`src/rtl/par_gen_tx_if.sv`:
```
// Byte-in / frame-out bundle for the parity frame transmitter.
// master drives the data byte; slave is the transmitter.
interface par_gen_tx_if;
    logic [7:0] din;
    logic       din_valid;
    logic       din_ready;
    logic [8:0] frame;
    logic       frame_valid;
    logic       sout;
    logic       sout_valid;
    logic       busy;
    logic [7:0] tx_count;

    modport master (
        output din, din_valid,
        input  din_ready, frame, frame_valid, sout, sout_valid, busy, tx_count
    );

    modport slave (
        input  din, din_valid,
        output din_ready, frame, frame_valid, sout, sout_valid, busy, tx_count
    );
endinterface

```
`src/rtl/par_gen_tx.sv`:
```
// Parity frame transmitter: latches {parity, byte} on handshake, then shifts
// the 9-bit frame out LSB first, one bit per cycle.
module par_gen_tx #(
    parameter bit PARITY_ODD = 1'b0
) (
    input  logic        clk,
    input  logic        rst,
    par_gen_tx_if.slave bus
);
    typedef enum logic [1:0] {
        IDLE  = 2'b00,
        SHIFT = 2'b01
    } state_t;

    state_t     r_state;
    logic [3:0] r_bit_idx;
    logic [8:0] r_frame;
    logic       r_frame_valid;
    logic       r_sout;
    logic       r_sout_valid;
    logic       r_busy;
    logic       r_din_ready;
    logic [7:0] r_tx_count;

    logic       w_accept;
    logic       w_parity;
    logic [3:0] w_next_idx;

    // din_ready is only ever 1 in IDLE, so it alone qualifies acceptance
    assign w_accept   = r_din_ready & bus.din_valid;
    assign w_parity   = (^bus.din) ^ PARITY_ODD;
    assign w_next_idx = r_bit_idx + 4'd1;

    always_ff @(posedge clk or negedge rst) begin
        if (!rst) begin
            r_state       <= IDLE;
            r_bit_idx     <= '0;
            r_frame       <= '0;
            r_frame_valid <= 1'b0;
            r_sout        <= 1'b0;
            r_sout_valid  <= 1'b0;
            r_busy        <= 1'b0;
            r_din_ready   <= 1'b0;
            r_tx_count    <= '0;
        end else begin
            r_frame_valid <= 1'b0;
            case (r_state)
                IDLE: begin
                    if (w_accept) begin
                        r_state       <= SHIFT;
                        r_bit_idx     <= '0;
                        r_frame       <= {w_parity, bus.din};
                        r_frame_valid <= 1'b1;
                        r_sout        <= bus.din[0];
                        r_sout_valid  <= 1'b1;
                        r_busy        <= 1'b1;
                        r_din_ready   <= 1'b0;
                    end else begin
                        r_din_ready   <= 1'b1;
                    end
                end
                SHIFT: begin
                    if (r_bit_idx == 4'd8) begin
                        r_state      <= IDLE;
                        r_bit_idx    <= '0;
                        r_sout       <= 1'b0;
                        r_sout_valid <= 1'b0;
                        r_busy       <= 1'b0;
                        r_din_ready  <= 1'b1;
                        r_tx_count   <= r_tx_count + 8'd1;
                    end else begin
                        r_bit_idx    <= w_next_idx;
                        r_sout       <= r_frame[w_next_idx];
                    end
                end
                default: begin
                    r_state      <= IDLE;
                    r_bit_idx    <= '0;
                    r_sout       <= 1'b0;
                    r_sout_valid <= 1'b0;
                    r_busy       <= 1'b0;
                    r_din_ready  <= 1'b0;
                end
            endcase
        end
    end

    assign bus.din_ready   = r_din_ready;
    assign bus.frame       = r_frame;
    assign bus.frame_valid = r_frame_valid;
    assign bus.sout        = r_sout;
    assign bus.sout_valid  = r_sout_valid;
    assign bus.busy        = r_busy;
    assign bus.tx_count    = r_tx_count;
endmodule

```
`src/flat_wrapper.sv`:
```
// flat-port wrapper written by rule: the top's interface ports become plain ports
module par_gen_tx_flat 
#(
    parameter bit PARITY_ODD = 1'b0
)
  (clk, rst, bus_din, bus_din_valid, bus_din_ready, bus_frame, bus_frame_valid, bus_sout, bus_sout_valid, bus_busy, bus_tx_count);
  par_gen_tx_if bus_i ();
  input  logic clk;
  input  logic rst;
  input wire logic [$bits(bus_i.din)-1:0] bus_din;
  input wire logic [$bits(bus_i.din_valid)-1:0] bus_din_valid;
  output wire logic [$bits(bus_i.din_ready)-1:0] bus_din_ready;
  output wire logic [$bits(bus_i.frame)-1:0] bus_frame;
  output wire logic [$bits(bus_i.frame_valid)-1:0] bus_frame_valid;
  output wire logic [$bits(bus_i.sout)-1:0] bus_sout;
  output wire logic [$bits(bus_i.sout_valid)-1:0] bus_sout_valid;
  output wire logic [$bits(bus_i.busy)-1:0] bus_busy;
  output wire logic [$bits(bus_i.tx_count)-1:0] bus_tx_count;
  assign bus_i.din = bus_din;
  assign bus_i.din_valid = bus_din_valid;
  assign bus_din_ready = bus_i.din_ready;
  assign bus_frame = bus_i.frame;
  assign bus_frame_valid = bus_i.frame_valid;
  assign bus_sout = bus_i.sout;
  assign bus_sout_valid = bus_i.sout_valid;
  assign bus_busy = bus_i.busy;
  assign bus_tx_count = bus_i.tx_count;
  par_gen_tx #(.PARITY_ODD(PARITY_ODD)) u_core (.clk(clk), .rst(rst), .bus(bus_i));
endmodule
```
`config.mk`:
```
export PLATFORM = sky130hd
export DESIGN_NAME = par_gen_tx_flat
export DESIGN_NICKNAME = d
export VERILOG_FILES = /design/src/rtl/par_gen_tx_if.sv /design/src/rtl/par_gen_tx.sv /design/src/flat_wrapper.sv
export SDC_FILE = /design/constraint.sdc
export NUM_CORES = 1
export LEC_CHECK = 0
export ABC_AREA = 1
export CORE_ASPECT_RATIO = 0.6
export CORE_UTILIZATION = 47
export DETAILED_ROUTE_END_ITERATION = 8
export GPL_ROUTABILITY_DRIVEN = 0
export GPL_TIMING_DRIVEN = 0
export HOLD_SLACK_MARGIN = 0.05
export PLACE_DENSITY = 0.78
export SYNTH_ARGS = -nofsm -noshare
export SYNTH_HDL_FRONTEND = slang
export SYNTH_SLANG_ARGS = --single-unit
```
`constraint.sdc`:
```
create_clock -name clk -period 1.9 [get_ports clk]
set_clock_uncertainty 0.05 [all_clocks]
set_input_delay 0.19 -clock clk [delete_from_list [all_inputs] [get_ports clk]]
set_output_delay 0.19 -clock clk [all_outputs]
set_load 0.01 [all_outputs]
```
# Word-level counts from Yosys, hierarchy flattened
# Cells that the tools add are included.
[op_classes] order_cmp=1 add_sub_neg=2 n_eq_ne=4 n_mux=19 bitwise_logic=1 n_reduce_logical=5
[ops] cell="1-bit 2-to-1 mux" count=9
[ops] cell="8-bit by 1-bit adder with 8-bit output, second input constant" count=1
[ops] cell="4-bit 2-to-1 mux" count=2
[ops] cell="4-bit one-hot mux with 2 select lines" count=1
[ops] cell="8-bit XOR reduction" count=1
[ops] cell="1-bit one-hot mux with 2 select lines" count=3
[ops] cell="2-bit AND reduction" count=3
[ops] cell="4-bit by 5-bit < comparator with 1-bit output, second input constant" count=1
[ops] cell="4-bit by 1-bit adder with 4-bit output, second input constant" count=1
[ops] cell="1-bit binary-select mux with 4-bit select" count=1
[ops] cell="4-bit equality test, second input constant" count=1
[ops] cell="2-bit 2-to-1 mux" count=2
[ops] cell="2-bit by 1-bit != test with 1-bit output, second input constant" count=2
[ops] cell="2-bit one-hot mux with 2 select lines" count=1
[ops] cell="2-bit by 1-bit equality test with 1-bit output, second input constant" count=1
[ops] cell="2-bit zero test" count=1
[ops] cell="1-bit bitwise AND" count=1
[totals] regBits=27 input_bits=11 wordCells=40 out_inout_bits=22

# Logic depth before layout (Yosys ltp)
# Gate-level depths: netlist of the first run.
[depth] word_depth=5 mapped_depth=11 ltp_nobuf=10

# Worst setup path after synthesis of the first run
# Ideal clock, no wire load.
[synth_path] path_kind="reg-to-reg" from="register u_core.r_bit_idx[0]" to="register u_core.r_tx_count[7], in the netlist u_core.bus.tx_count[7]" path_stages_with_launch=11 t_arrival_ps=1467 setup_time_ps=120 n_path_buf=1 required_time_ps=1730 period_less_slack_ps=1637 slack_ps=263 path_cell_list="dfrtp_1 buf_4 inv_1 ha_1 nand2_1 nor2_2 nand2_2 nor3_4 nand3_2 o21ai_1 nand2_1"
[synth_between] elab_chain_cells=2
[synth_lines] element="from (decl)" line_no="par_gen_tx.sv:16" source="logic [3:0] r_bit_idx;"
[synth_lines] element="from (signal assigned)" line_no="par_gen_tx.sv:72" source="r_bit_idx <= w_next_idx;"
[synth_lines] element="4-bit equality test" line_no="par_gen_tx.sv:63" source="if (r_bit_idx == 4'd8) begin"
[synth_lines] element="2-bit AND reduction (no source line)"
[synth_lines] element="to (signal assigned)" line_no="par_gen_tx.sv:70" source="r_tx_count <= r_tx_count + 8'd1;"
[synth_lines] element="to (decl)" line_no="par_gen_tx.sv:23" source="logic [7:0] r_tx_count;"
# No other way between the ends.
# A chain may end at the register's enable or synchronous reset.

# Final worst setup path of the first run
# Same ends and word-level chain as after synthesis.

==> results of run 1 <==
layout make-up:
cell class                 instances  area share
sequential                        25       0.360
multi-input combinational        102       0.318
timing repair buffer              38       0.210
inverter                          21      0.0483
clock buffer                       4      0.0259
tap                               32      0.0231
buffer                             3      0.0137
cells by family (layout without fill, tap and decap cells):
kind of cell | Yosys count | count (layout) | synth area share
AOI/OAI and AO/OA | 12 | 12 | 0.0496
and+or+nand+nor | 74 | 74 | 0.256
xor gates and xnor gates | 13 | 13 | 0.0903
adders and majority gates | 3 | 3 | 0.0298
buffers and inverters | 24 | 66 | 0.0784
DFF | 25 | 25 | 0.496
synthesized netlist by cell type (all sizes together):
cell type	number	area, µm²
and2	1	6.26
nor3	1	16.3
nand2	49	186
nand3	10	60.1
xnor2	7	61.3
a21oi	1	5.00
nor2	12	47.6
buf	3	20.0
o22ai	2	12.5
ha	3	37.5
nand4	1	6.26
dfrtp	25	626
inv	21	78.8
xor2	6	52.6
o21ai	9	45.0
metrics by stage:
step / power (µW) / setup TNS (ns) / cells / hold WS, ns / cell area, µm²
2_1_floorplan: 1650 / 0 / 151 / -0.156 / 1260
3_3_place_gp: 2180 / 0 / 215 / 0.434 / 1620
3_5_place_dp: 2230 / 0 / 215 / 0.449 / 1620
4_1_cts: 2560 / 0 / 219 / 0.458 / 1670
5_1_grt: 2910 / -0.0237 / 225 / 0.477 / 1740
6_report: 2690 / 0 / 225 / 0.457 / 1740
sequential cells by signal, indices dropped and copies added (netlist names):
name / count
u_core.bus.din_ready: 1
u_core.bus.frame: 9
u_core.bus.frame_valid: 1
u_core.bus.sout: 1
u_core.bus.tx_count: 8
u_core.r_bit_idx: 4
u_core.r_state: 1
worst max path at each step:
stage / from / endpoint / slack, ns
2_1_floorplan: u_core.r_bit_idx[0] / u_core.bus.tx_count[7] / 0.26
3_3_place_gp: u_core.r_bit_idx[0] / u_core.bus.tx_count[7] / 0.09
6_report: u_core.r_bit_idx[0] / u_core.bus.tx_count[7] / 0.07
3_5_place_dp: u_core.r_bit_idx[0] / u_core.bus.tx_count[7] / 0.06
5_1_grt: u_core.r_bit_idx[0] / u_core.bus.tx_count[7] / -0.02
4_1_cts: u_core.r_bit_idx[0] / u_core.bus.tx_count[7] / 0.05
placed cells by master, fill, tap and decap left out, types with 2 or more instances in the layout:
cell type and n:
clkdlybuf4s50_1 32, clkbuf_8 3, xor2_1 6, dfrtp_1 25, ha_1 2, xnor2_1 7, nand2_2 2, nand3_1 8
nand2_1 47, nand3_2 2, o22ai_1 2, inv_1 19, nor2_1 10, buf_4 7, o21ai_0 8
routing by layer:
| metal | global-route usage | wire, µm |
|---|---|---|
| met1 | 0.332 | 1440 |
| met2 | 0.313 | 1350 |
| met3 | 0.0598 | 116 |
| met4 | 0.0653 | 44 |
| met5 | 0 | 0 |
power by group through the flow:
| stage | sequential, µW | clock (µW) | combinational (µW) |
|---|---|---|---|
| floorplan | 970 | 0 | 684 |
| global placement | 911 | 0 | 1270 |
| CTS | 915 | 325 | 1320 |
| finish | 927 | 315 | 1450 |
| global route | 955 | 353 | 1600 |
| detailed placement | 923 | 0 | 1310 |
what timing repair did:
action                                  CTS  global route
endpoints found under the setup margin    0             4
hold buffers                              0             0
gates resized for setup                   0             9
hold endpoints to repair                  0             0
setup buffers                             0             6
critical path, stage by stage, from the launching register on:
cell and delay [ns]:
dfrtp_1 0.39, buf_6 0.14, inv_6 0.06, ha_2 0.16
nand2_2 0.06, nor2_4 0.12, nand2_2 0.11, nor3_4 0.23
nand3_2 0.16, o21ai_2 0.15, nand2_1 0.07
==> results.toml, run 1 <==
[yosys]
synth_warnings = 0
ys_ff_latch = 25
synth-seq-area-share = 0.496
synth.distinct_cells = 21
syn_area_um2 = 1260
synth_cells = 151
postSynthAreaPerCell_um2 = 8.35
synthesis.nets = 165

[power]
p_switching_uw = 1100
sequentialPowerShare = 0.345
cellLeakagePower_uw = 0.000843
clkPwrFrac = 0.117
swShare = 0.410
p_comb_frac = 0.538
internal_power_uw = 1590
powerDensity_nw_per_um2 = 1550
worst_ir_drop_vdd_mv = 0.812

[cts]
ctsHtreeMaxLevel = 1
cts_sinks = 25
cts_root_buf = "clkbuf_8"
clock_latency_ns = 0.27
cts_tree = "done"
clk_pin_slew_worst_paths_ns = 0.08
cts_buffer_depth = 2
numCtsBuffers = 3

[routing]
avgRoutedWirePerCell_um = 13.1
wl_um = 2950
vias_per_cell = 4.95
drc = 0
dr.pass1.iters = 6
drt_iter0_drc = 58
antenna_left = 0
vias = 1114

[floorplan]
io_pins = 33
dieArea_um2 = 2900
die_w_um = 68.9
die_h_um = 42.1
start_util = 0.500
fp.coreArea_um2 = 2520
num_rows = 14

[setup_path]
rrSetupSlack_ns = 0.07
required_ns = 2.01
r2r_start = "u_core.r_bit_idx[0]"
crit_fanout = 6
r2r-end = "u_core.bus.tx_count[7]"
cp-end-kind = "flop"
arrival_ns = 1.94
worst_setup_path_start_kind = "flop"
criticalPathCategory = "reg -> reg"
rr_worst_depth = 10

[global_route]
grt_pass1_vias = 996
antenna_found_initial = 0
grt_pass1_wl_um = 4580
grt.total_usage = 0.222
grt_max_degree = 26
overflow = 0

[place]
hpwl_um = 2190
place_ws_ns = 0.0640
port_buffers = 32

[finish]
fill_cells = 194
final_nets = 208
final_core_util = 0.688
multiInputGateArea_um2 = 553
regArea_um2 = 626
area_growth_pct = 37.7
insertedDiodeCount = 0
drive_above_1_share = 0.119

[sta]
max_freq_ghz = 0.547
max-slew-margin-rel = 0.267
min_period_over_period = 0.962
report.final.slew_viol_count = 0
finalWorstSetupSlack_ns = 0.0719
tightest_slew_ns = 1.10
hold_viol = 0
setup_violations = 0
min_period_ns = 1.83

[outcome]
status = "finished, final reports clean"

[worst_hold_path]
hold_path_class = "in -> async"

[run]
cap_violations = 0
No activity file was read; power rests on OpenSTA's default activity.
==> run 2, diff against run 1 <==
--- a/config.mk
+++ b/config.mk
@@ -13,6 +13,8 @@
 export GPL_TIMING_DRIVEN = 0
 export HOLD_SLACK_MARGIN = 0.05
 export PLACE_DENSITY = 0.78
+export RECOVER_POWER = 50
+export SKIP_CTS_REPAIR_TIMING = 1
 export SYNTH_ARGS = -nofsm -noshare
 export SYNTH_HDL_FRONTEND = slang
 export SYNTH_SLANG_ARGS = --single-unit
==> results.toml, run 2 (synthesized netlist as in run 1, its figures left out) <==
[outcome]
status = "finished, final reports clean"

[routing]
dr.pass1.iters = 4
vias = 1116
drt_iter0_drc = 52
avgRoutedWirePerCell_um = 13.1
vias_per_cell = 4.96
antenna_left = 0
drc = 0
wl_um = 2950

[setup_path]
worstPathCellList = "buf_6, inv_6, ha_2, nand2_2, nor2_4, nand2_2, nor3_4, nand3_2, o21ai_2, nand2_1"
r2r-end = "u_core.bus.tx_count[7]"
max_stage_delay_ns = 0.40
arrival_ns = 1.94
critPathSlowestCell = "dfrtp_1"
cp_common_cell = "nand2_2"
worst_setup_path_start_kind = "flop"
rr_worst_depth = 10
criticalPathCategory = "reg -> reg"
rrSetupSlack_ns = 0.08
required_ns = 2.01
r2r_start = "u_core.r_bit_idx[0]"
crit_fanout = 6
cp-end-kind = "flop"

[cts]
clock_latency_ns = 0.27
cts_tree = "done"
cts_sinks = 25
clk_pin_slew_worst_paths_ns = 0.08
ctsHtreeMaxLevel = 1
cts_buffer_depth = 2
cts_root_buf = "clkbuf_8"
numCtsBuffers = 3

[floorplan]
start_util = 0.500
io_pins = 33
dieArea_um2 = 2900
num_rows = 14
die_h_um = 42.1
fp.coreArea_um2 = 2520
die_w_um = 68.9

[sta]
max-slew-margin-rel = 0.262
min_period_ns = 1.82
max_freq_ghz = 0.549
finalWorstSetupSlack_ns = 0.0779
hold_viol = 0
setup_violations = 0
min_period_over_period = 0.959
report.final.slew_viol_count = 0
hold_ws_ns = 0.460
tightest_slew_ns = 1.10

[place]
place_ws_ns = 0.0640
port_buffers = 32
hpwl_um = 2190
placed_cell_area_um2 = 1620

[global_route]
grt_pass1_vias = 996
grt_max_degree = 26
grt_pass1_wl_um = 4580
antenna_found_initial = 0
grt.total_usage = 0.222
overflow = 0

[finish]
area_growth_pct = 37.6
drive_above_1_share = 0.109
final_cell_mix = "nand2_1, clkdlybuf4s50_1, dfrtp_1"
insertedDiodeCount = 0
largest_register_ffs = 9
fin_area_um2 = 1740
final_nets = 208
final_common_cell = "nand2_1"

[worst_hold_path]
holdCritStartpoint = "bus_din[3]"
hold_path_class = "in -> reg"
holdPathEnd = "u_core.bus.frame[3]"
min_delay_path_depth = 3

[power]
powerDensity_nw_per_um2 = 1530
p_total_uw = 2660
worst_ir_drop_vdd_mv = 0.796
cellLeakagePower_uw = 0.000848

[run]
cap_violations = 0
-- run 2: final cells by class --
| class | count | area, µm² |
|---|---|---|
| Sequential cell | 25 | 626 |
| Fill cell | 194 | 787 |
| Multi-Input combinational cell | 102 | 553 |
| Clock buffer | 4 | 45.0 |
| Buffer | 3 | 22.5 |
| Timing Repair Buffer | 38 | 365 |
| Inverter | 21 | 83.8 |
| Tap cell | 32 | 40.0 |
-- run 2: routing by layer --
layer  vias up  wire (µm)  GRT usage
met5         -          0          0
met4         0         16     0.0653
met3         2        121     0.0598
met2        37       1390      0.313
met1       524       1420      0.332
li1        553          -          -
-- run 2: worst max path at each step --
stage                        start  depth (start not counted)                     end
3_3_place_gp   u_core.r_bit_idx[0]                         10  u_core.bus.tx_count[7]
3_5_place_dp   u_core.r_bit_idx[0]                         10  u_core.bus.tx_count[7]
6_report       u_core.r_bit_idx[0]                         10  u_core.bus.tx_count[7]
5_1_grt        u_core.r_bit_idx[0]                         10  u_core.bus.tx_count[7]
2_1_floorplan  u_core.r_bit_idx[0]                         10  u_core.bus.tx_count[7]
4_1_cts        u_core.r_bit_idx[0]                         10  u_core.bus.tx_count[7]
-- run 2: critical path: cells and delay by family, from the launching register on --
kind,cells,cell delay [ns]
DFF,1,0.40
adders and majority gates,1,0.16
AOI/OAI and AO/OA,1,0.15
and+or+nand+nor,6,0.75
buffers and inverters,2,0.20
-- run 2: report_power, final --
part	switching [µW]	total, µW	internal, µW
Clock	165	315	150
Combinational	751	1420	671
Sequential	183	925	742
Total	1100	2660	1560
-- run 2: through the flow --
step | setup TNS, ns | utilization | instances
floorplan | 0 | - | 151
global placement | 0 | 0.643 | 215
detailed placement | 0 | 0.643 | 215
CTS | 0 | 0.661 | 219
global route | -0.0152 | 0.688 | 225
finish | 0 | 0.688 | 225
